<file path="src/rtl/seven_seg_capture_if.sv">
// Bundles the multiplexed display bus, the capture clear and the decoded
// per-digit results of seven_seg_capture.
interface seven_seg_capture_if;
    logic [6:0] segment_in;
    logic [3:0] anode_in;
    logic       clear;
    logic [3:0] digitA;
    logic [3:0] digitB;
    logic [3:0] digitC;
    logic [3:0] digitD;
    logic [3:0] digit_valid;
    logic [3:0] pattern_err;
    logic       anode_err;
    logic       frame_valid;

    modport master (
        output segment_in, anode_in, clear,
        input  digitA, digitB, digitC, digitD, digit_valid, pattern_err,
               anode_err, frame_valid
    );

    modport slave (
        input  segment_in, anode_in, clear,
        output digitA, digitB, digitC, digitD, digit_valid, pattern_err,
               anode_err, frame_valid
    );
endinterface

</file>
<file path="src/rtl/seven_seg_capture.sv">
// Samples an active-low multiplexed seven-segment bus, debounces each
// anode/segment combination and rebuilds the four hex digits on display.
module seven_seg_capture #(
    parameter int STABLE_CYCLES = 4
) (
    input logic           clk,
    input logic           reset_n,
    seven_seg_capture_if.slave bus
);
    localparam logic [7:0] LOCK_CNT = 8'(STABLE_CYCLES);
    localparam logic [7:0] LAST_CNT = 8'(STABLE_CYCLES - 1);

    logic [10:0]      s1, s2, prev;
    logic [7:0]       cnt;
    logic             match, accept;
    logic [3:0]       sel, hit, seen, seen_nxt;
    logic [6:0]       seg;
    logic [4:0]       dec;
    logic             one_hot, blank, store, perr;
    logic [3:0][3:0]  dig;
    logic [3:0]       dv, pe;
    logic             fv, ae;

    // {found, hex}; segments ordered g..a
    function automatic logic [4:0] decode(input logic [6:0] s);
        case (s)
            7'b1000000: decode = {1'b1, 4'h0};
            7'b1111001: decode = {1'b1, 4'h1};
            7'b0100100: decode = {1'b1, 4'h2};
            7'b0110000: decode = {1'b1, 4'h3};
            7'b0011001: decode = {1'b1, 4'h4};
            7'b0010010: decode = {1'b1, 4'h5};
            7'b0000010: decode = {1'b1, 4'h6};
            7'b1111000: decode = {1'b1, 4'h7};
            7'b0000000: decode = {1'b1, 4'h8};
            7'b0010000: decode = {1'b1, 4'h9};
            7'b0001000: decode = {1'b1, 4'hA};
            7'b0000011: decode = {1'b1, 4'hB};
            7'b1000110: decode = {1'b1, 4'hC};
            7'b0100001: decode = {1'b1, 4'hD};
            7'b0000110: decode = {1'b1, 4'hE};
            7'b0001110: decode = {1'b1, 4'hF};
            default:    decode = 5'b0;
        endcase
    endfunction

    // Synchronizer and stability tracking sit below clear on purpose.
    always_ff @(posedge clk or negedge reset_n) begin
        if (!reset_n) begin
            s1   <= '1;
            s2   <= '1;
            prev <= '1;
            cnt  <= '0;
        end else begin
            s1   <= {bus.anode_in, bus.segment_in};
            s2   <= s1;
            prev <= s2;
            if (!match)
                cnt <= '0;
            else if (cnt < LOCK_CNT)
                cnt <= cnt + 8'd1;
        end
    end

    assign match    = (s2 == prev);
    assign accept   = match && (cnt == LAST_CNT);
    assign sel      = ~s2[10:7];
    assign seg      = s2[6:0];
    assign dec      = decode(seg);
    assign one_hot  = $onehot(sel);
    assign blank    = &seg;
    assign store    = accept & one_hot & ~blank & dec[4];
    assign perr     = accept & one_hot & ~blank & ~dec[4];
    assign hit      = store ? sel : 4'b0;
    assign seen_nxt = seen | hit;

    always_ff @(posedge clk or negedge reset_n) begin
        if (!reset_n) begin
            dig  <= '0;
            dv   <= '0;
            pe   <= '0;
            seen <= '0;
            fv   <= 1'b0;
            ae   <= 1'b0;
        end else if (bus.clear) begin
            dig  <= '0;
            dv   <= '0;
            pe   <= '0;
            seen <= '0;
            fv   <= 1'b0;
            ae   <= 1'b0;
        end else begin
            ae <= accept & (sel != 4'b0) & ~one_hot;
            for (int i = 0; i < 4; i++)
                if (hit[i]) dig[i] <= dec[3:0];
            dv   <= dv | hit;
            pe   <= pe | (perr ? sel : 4'b0);
            // completing a frame restarts the position tracking
            fv   <= (seen_nxt == 4'hF);
            seen <= (seen_nxt == 4'hF) ? 4'b0 : seen_nxt;
        end
    end

    assign bus.digitA      = dig[3];
    assign bus.digitB      = dig[2];
    assign bus.digitC      = dig[1];
    assign bus.digitD      = dig[0];
    assign bus.digit_valid = dv;
    assign bus.pattern_err = pe;
    assign bus.anode_err   = ae;
    assign bus.frame_valid = fv;
endmodule

</file>
<file path="src/flat_wrapper.sv">
// flat-port wrapper written by rule: the top's interface ports become plain ports
module seven_seg_capture_flat 
#(
    parameter int STABLE_CYCLES = 4
)
  (clk, reset_n, bus_segment_in, bus_anode_in, bus_clear, bus_digitA, bus_digitB, bus_digitC, bus_digitD, bus_digit_valid, bus_pattern_err, bus_anode_err, bus_frame_valid);
  seven_seg_capture_if bus_i ();
  input logic clk;
  input logic reset_n;
  input wire logic [$bits(bus_i.segment_in)-1:0] bus_segment_in;
  input wire logic [$bits(bus_i.anode_in)-1:0] bus_anode_in;
  input wire logic [$bits(bus_i.clear)-1:0] bus_clear;
  output wire logic [$bits(bus_i.digitA)-1:0] bus_digitA;
  output wire logic [$bits(bus_i.digitB)-1:0] bus_digitB;
  output wire logic [$bits(bus_i.digitC)-1:0] bus_digitC;
  output wire logic [$bits(bus_i.digitD)-1:0] bus_digitD;
  output wire logic [$bits(bus_i.digit_valid)-1:0] bus_digit_valid;
  output wire logic [$bits(bus_i.pattern_err)-1:0] bus_pattern_err;
  output wire logic [$bits(bus_i.anode_err)-1:0] bus_anode_err;
  output wire logic [$bits(bus_i.frame_valid)-1:0] bus_frame_valid;
  assign bus_i.segment_in = bus_segment_in;
  assign bus_i.anode_in = bus_anode_in;
  assign bus_i.clear = bus_clear;
  assign bus_digitA = bus_i.digitA;
  assign bus_digitB = bus_i.digitB;
  assign bus_digitC = bus_i.digitC;
  assign bus_digitD = bus_i.digitD;
  assign bus_digit_valid = bus_i.digit_valid;
  assign bus_pattern_err = bus_i.pattern_err;
  assign bus_anode_err = bus_i.anode_err;
  assign bus_frame_valid = bus_i.frame_valid;
  seven_seg_capture #(.STABLE_CYCLES(STABLE_CYCLES)) u_core (.clk(clk), .reset_n(reset_n), .bus(bus_i));
endmodule
</file>
<file path="config.mk">
export PLATFORM = sky130hd
export DESIGN_NAME = seven_seg_capture_flat
export DESIGN_NICKNAME = d
export VERILOG_FILES = /design/src/rtl/seven_seg_capture_if.sv /design/src/rtl/seven_seg_capture.sv /design/src/flat_wrapper.sv
export SDC_FILE = /design/constraint.sdc
export NUM_CORES = 1
export LEC_CHECK = 0
export CAP_MARGIN = 20
export CORE_UTILIZATION = 50
export CTS_CLUSTER_SIZE = 25
export DETAILED_ROUTE_END_ITERATION = 16
export GPL_ROUTABILITY_DRIVEN = 0
export PLACE_DENSITY = 0.71
export SYNTH_ARGS = -nofsm -noshare
export SYNTH_HDL_FRONTEND = slang
export SYNTH_SLANG_ARGS = --single-unit
</file>
<file path="constraint.sdc">
create_clock -name clk -period 9 [get_ports clk]
set_clock_uncertainty 0.05 [all_clocks]
set_input_delay 2.25 -clock clk [delete_from_list [all_inputs] [get_ports clk]]
set_output_delay 2.25 -clock clk [all_outputs]
set_load 0.02 [all_outputs]
</file>
### Word-level counts from Yosys, hierarchy flattened

Cells that the tools add are included.

* word-level logic and storage cells: 75
* flip-flop bits (word level): 71
* input bits: 14

* bitwise gates (word level): 13
* add/subtract/negate cells: 4
* order comparisons: 1
* reduce and logical (&&, ||, !) cells: 8
* eq/ne operators: 20
* muxes and demuxes: 16

Operators with widths (number)
* 5-bit case mux with 16 select lines: 1
* 4-bit two-way mux: 10
* 7-bit equality test, second input constant: 4
* 7-bit by 5-bit equality test with 1-bit output, second input constant: 3
* 7-bit by 6-bit equality test with 1-bit output, second input constant: 3
* 16-bit two-way mux: 1
* 8-bit two-way mux: 2
* 7-bit by 2-bit equality test with 1-bit output, second input constant: 2
* 7-bit by 4-bit equality test with 1-bit output, second input constant: 2
* 4-bit OR: 3
* 11-bit equality test: 1
* 8-bit by 1-bit adder with 8-bit output, second input constant: 1
* 8-bit by 2-bit equality test with 1-bit output, second input constant: 1
* 8-bit by 3-bit < comparator with 1-bit output, second input constant: 1
* 2-bit nonzero test: 4
* 7-bit by 3-bit equality test with 1-bit output, second input constant: 1
* 7-bit logical NOT: 1
* 7-bit AND reduction: 1
* 1-bit bitwise AND: 6
* 1-bit by 1-bit adder with 2-bit output: 2
* 4-bit equality test, second input constant: 1
* 4-bit inverter: 1
* 4-bit nonzero test: 1
* 3-bit adder: 1
* other kinds (5): 8

### Depth between registers and ports, before layout

* depth in word-level cells: 12
* depth in mapped cells: 9
* mapped depth without buffers: 9

### Worst setup path after synthesis

OpenSTA, ideal clock, no wires.

* path type: flip-flop to flip-flop
* start: register u_core.s2[9]
* end: register u_core.fv (netlist: u_core.bus.frame_valid)
* setup slack: 6054 ps
* arrival time: 2823 ps
* stages on the path, launching flop included: 10
* clock period less this slack: 2946 ps
* required time: 8877 ps
* setup time: 73 ps
* path through: dfstp_2 > inv_1 > ha_1 > ha_1 > fa_1 > nor3b_1 > o2111a_2 > nand3_4 > a2111oi_4 > nor2b_1

* word-level cells in the longest chain between the ends: 11

Ends and longest elaborated chain
* start: declaration: line seven_seg_capture.sv:13 `logic [10:0] s1, s2, prev;`
* start signal: assignment: line seven_seg_capture.sv:51 `s2 <= '1;`
* start signal: assignment: line seven_seg_capture.sv:56 `s2 <= s1;`
* 4-bit inverter: line seven_seg_capture.sv:67 `assign sel = ~s2[10:7];`
* 1-bit by 1-bit adder with 2-bit output (not written as such): line seven_seg_capture.sv:70 `assign one_hot = $onehot(sel);`
* 3-bit adder (not written as such): line seven_seg_capture.sv:70
* 3-bit by 1-bit equality test with 1-bit output: line seven_seg_capture.sv:70
* 1-bit bitwise AND (3 in a row): line seven_seg_capture.sv:72 `assign store = accept & one_hot & ~blank & dec[4];`
* 4-bit two-way mux *: line seven_seg_capture.sv:74 `assign hit = store ? sel : 4'b0;`
* 4-bit OR *: line seven_seg_capture.sv:75 `assign seen_nxt = seen | hit;`
* 4-bit equality test *: line seven_seg_capture.sv:99 `fv <= (seen_nxt == 4'hF);`
* 1-bit two-way mux *: line seven_seg_capture.sv:85 `end else if (bus.clear) begin`
* end signal: assignment: line seven_seg_capture.sv:99
* end: declaration: line seven_seg_capture.sv:22 `logic fv, ae;`

Every way passes the cells marked *; elsewhere a longest branch is shown, timed or not.
A chain may end at the register's enable or synchronous reset.

### Worst setup path after layout

* start: register u_core.dig, in the netlist u_core.bus.digitA[2]
* end: output port bus_digitA[2]

RTL lines
* start: declaration: line seven_seg_capture.sv:20 `logic [3:0][3:0] dig;`
* start signal: indexed assignment: line seven_seg_capture.sv:95 `if (hit[i]) dig[i] <= dec[3:0];`
* end: declaration: line flat_wrapper.sv:13 `output wire logic [$bits(bus_i.digitA)-1:0] bus_digitA;`

No word-level cell between the ends.

==> out/metrics.csv <==
metric;value;unit
Final Cycle Share;40.4;%
drt drc;0;
clock sinks;71;
class of the worst hold path;reg -> reg;
first-pass GRT wire length;8.96;mm
multi-input combinational cell area;1070;um2
most common cell in the synthesized netlist;dfrtp_1;
Yosys top cell by area;dfrtp_1;
clock share of power;39.1;%
mapped cell area;2990;um2
setup bufs post-CTS;0;
CP Cell Sequence;clkdlybuf4s50_1;
worst-path fanout max;2;
# nets final;302;
CP max stage cell;clkdlybuf4s50_1;
capture point of the worst path;bus_digitA[2];
Leak Pwr;1.54;nW
DR WL met2;2.45;mm
Synth Area per Inst;12.4;um2
status;completed;
Worst Path Arrival;1.33;ns
pwr dens;171;nW/um2
Slew @ Worst Pin;0.959;ns
die height;79.4;um
CTS tree;done;
WP buf/inv;1;
largest stage delay on the critical path;0.63;ns
top cells by area, synth;dfrtp_1, dfstp_2, nand3b_1;
CTS Buf Count;9;
drt total wl;5.20;mm
M1 WL;2.52;mm
Final HPWL DP;3.37;mm
post-cts resize count;0;
Worst-Skew Late Latency;0.33;ns
register area;1820;um2
ant diodes;0;
min Tclk post-route;3.63;ns
io pins;40;
P_int;0.480;mW
post-route cell area;3600;um2
WP data required;6.70;ns
reg2reg end;u_core.bus.frame_valid$_DFF_PN0_;
initial antenna violation count;0;
Inst Count DP;342;
fin util;63.8;%
FF+latch count, synth;71;
via count;1911;
drt first pass iters;5;
Post-CTS Hold Fix Bufs;0;
unrepaired setup endpoints after global routing;no;
max cap viols;0;
largest net degree at the start of global routing;72;
Die W;79.4;um
gr ovfl total;0;
maximum root-to-sink buffer count;2;
setup TNS;0;ns
syn_nets;263;
Net Sw Frac;22.1;%
Antenna Violating Nets Remaining;0;
Slew headroom;35.9;%
highest layer used for signal routing;met4;
ys async rst share;100;%
Slew Viols, Final;0;
YS warnings;0;
H-tree depth;3;
Crit. End Element;output port;
worst vdd ir;0.000104;V
# setup viols final;0;
number of flops mapped to enable cells by yosys;0;
CP startpoint kind;flop;
Worst path depth;1;
share of layout cells above drive strength 1;22.0;%
critical path class;reg -> out;
Yosys top cell area share;31.8;%
dpl cell area;3410;um2
Buffers on Ports;39;
cell row count;27;
WL/cell;14.5;um
reg2reg start;u_core.s2[9]$_DFF_PN1_;
full die area;6300;um2
initial drt markers;103;
cells after synthesis;242;
sw power;0.136;mW
area grow syn2layout;20.3;%
Final Instance Count excl. Fillers;358;
vias in the first global route;1912;
Achievable Freq;275;MHz
clk slew on worst S/H paths;0.07;ns
Root Driver;clkbuf_8;
GR Util All Layers;19.2;%
worst hold margin;0.302;ns
filler instances;438;
vias per cell;5.34;
Worst R2R Setup Slack;5.73;ns
Seq pwr share;55.6;%
Fin. Hold Viols;0;
Post-synth top cells;dfrtp_1, dfstp_2, nor2_1;
delay-heaviest family, CP;buffers and inverters;
Comb power frac;5.3;%
reg2reg path depth;9;
most common flop cell mapped by yosys;dfrtp_1;
Initial Util;53.1;%
core footprint;5640;um2
DR WL met3;206;um
Setup crit start;u_core.bus.digitA[2]$_DFFE_PN0P_;
sequential fraction of the synthesis area;60.7;%
library cells used by synthesis;46;
[metrics by stage]
stage                     worst slack (ns)  power (mW)
final                                 5.37       0.616
after global routing                  5.24       0.645
after CTS                             5.34       0.626
after detailed placement              4.98       0.382
after global placement                5.09       0.380
after floorplan                       6.05       0.365
[sequential cells by signal, summed over array words and instances, names as in the netlist]
register and count:
u_core.bus.digit_valid 4, u_core.bus.digitC 4, u_core.bus.anode_err 1, u_core.bus.pattern_err 4
u_core.bus.frame_valid 1, u_core.cnt 8, u_core.s1 11, u_core.s2 11
u_core.bus.digitD 4, u_core.seen 4, u_core.bus.digitB 4, u_core.bus.digitA 4
u_core.prev 11
[worst min-delay path by stage]
stage / from / end / slack [ns] / depth (start not counted)
final: u_core.s1[0]$_DFF_PN1_ / u_core.s2[0]$_DFF_PN1_ / 0.30 / 0
after global routing: u_core.s1[4]$_DFF_PN1_ / u_core.s2[4]$_DFF_PN1_ / 0.30 / 0
after CTS: u_core.s1[4]$_DFF_PN1_ / u_core.s2[4]$_DFF_PN1_ / 0.30 / 0
after detailed placement: u_core.s1[4]$_DFF_PN1_ / u_core.s2[4]$_DFF_PN1_ / 0.30 / 0
after global placement: u_core.s1[4]$_DFF_PN1_ / u_core.s2[4]$_DFF_PN1_ / 0.30 / 0
after floorplan: u_core.s1[0]$_DFF_PN1_ / u_core.s2[0]$_DFF_PN1_ / 0.30 / 0
[power groups by stage]
| stage | registers [mW] | clock network (mW) | logic, mW |
|---|---|---|---|
| 3_5_place_dp | 0.348 | 0 | 0.0333 |
| 2_1_floorplan | 0.342 | 0 | 0.0236 |
| 4_1_cts | 0.343 | 0.250 | 0.0335 |
| 3_3_place_gp | 0.348 | 0 | 0.0323 |
| 5_1_grt | 0.344 | 0.263 | 0.0373 |
| 6_report | 0.343 | 0.241 | 0.0326 |
[layout by cell type (no fill, tap or decap), types with 2 or more instances in the layout]
master / instances
clkdlybuf4s50_1: 38
dfrtp_1: 38
dfstp_2: 33
nor2_1: 19
nand3b_1: 16
o21ai_0: 14
clkbuf_8: 11
inv_1: 10
xor2_1: 10
nor3_1: 6
and2_1: 6
a21oi_1: 6
ha_1: 6
nand2_1: 5
nand3_1: 5
mux2i_1: 5
o21ba_2: 4
a31oi_1: 4
and3_1: 3
a211oi_1: 3
or3_1: 3
nand4_1: 3
xnor2_1: 3
a31o_2: 3
a211o_1: 2
nor2b_1: 2
nor3b_1: 2
o22ai_1: 2
clkbuf_1: 2
[area by class of cell]
| class | instances | area share, % |
|---|---|---|
| multi-input combinational | 149 | 29.6 |
| tap | 72 | 2.50 |
| sequential | 71 | 50.5 |
| clock buffer | 14 | 5.11 |
| inverter | 10 | 1.04 |
| clock inverter | 2 | 0.313 |
| timing repair buffer | 40 | 10.9 |
[cells by family after synthesis]
logic type	synth area share, %
compound gates	11.1
xor+xnor	3.80
fa+ha+maj	3.18
buf+inv	3.64
flops	60.7
mux	1.67
simple gates	15.9
[routing by layer]
layer	vias to the layer above	track usage (%)
met5	-	0
met3	2	5.94
met1	930	26.6
li1	932	-
met4	0	8.36
met2	47	27.7
No activity file was read; power rests on OpenSTA's default activity.
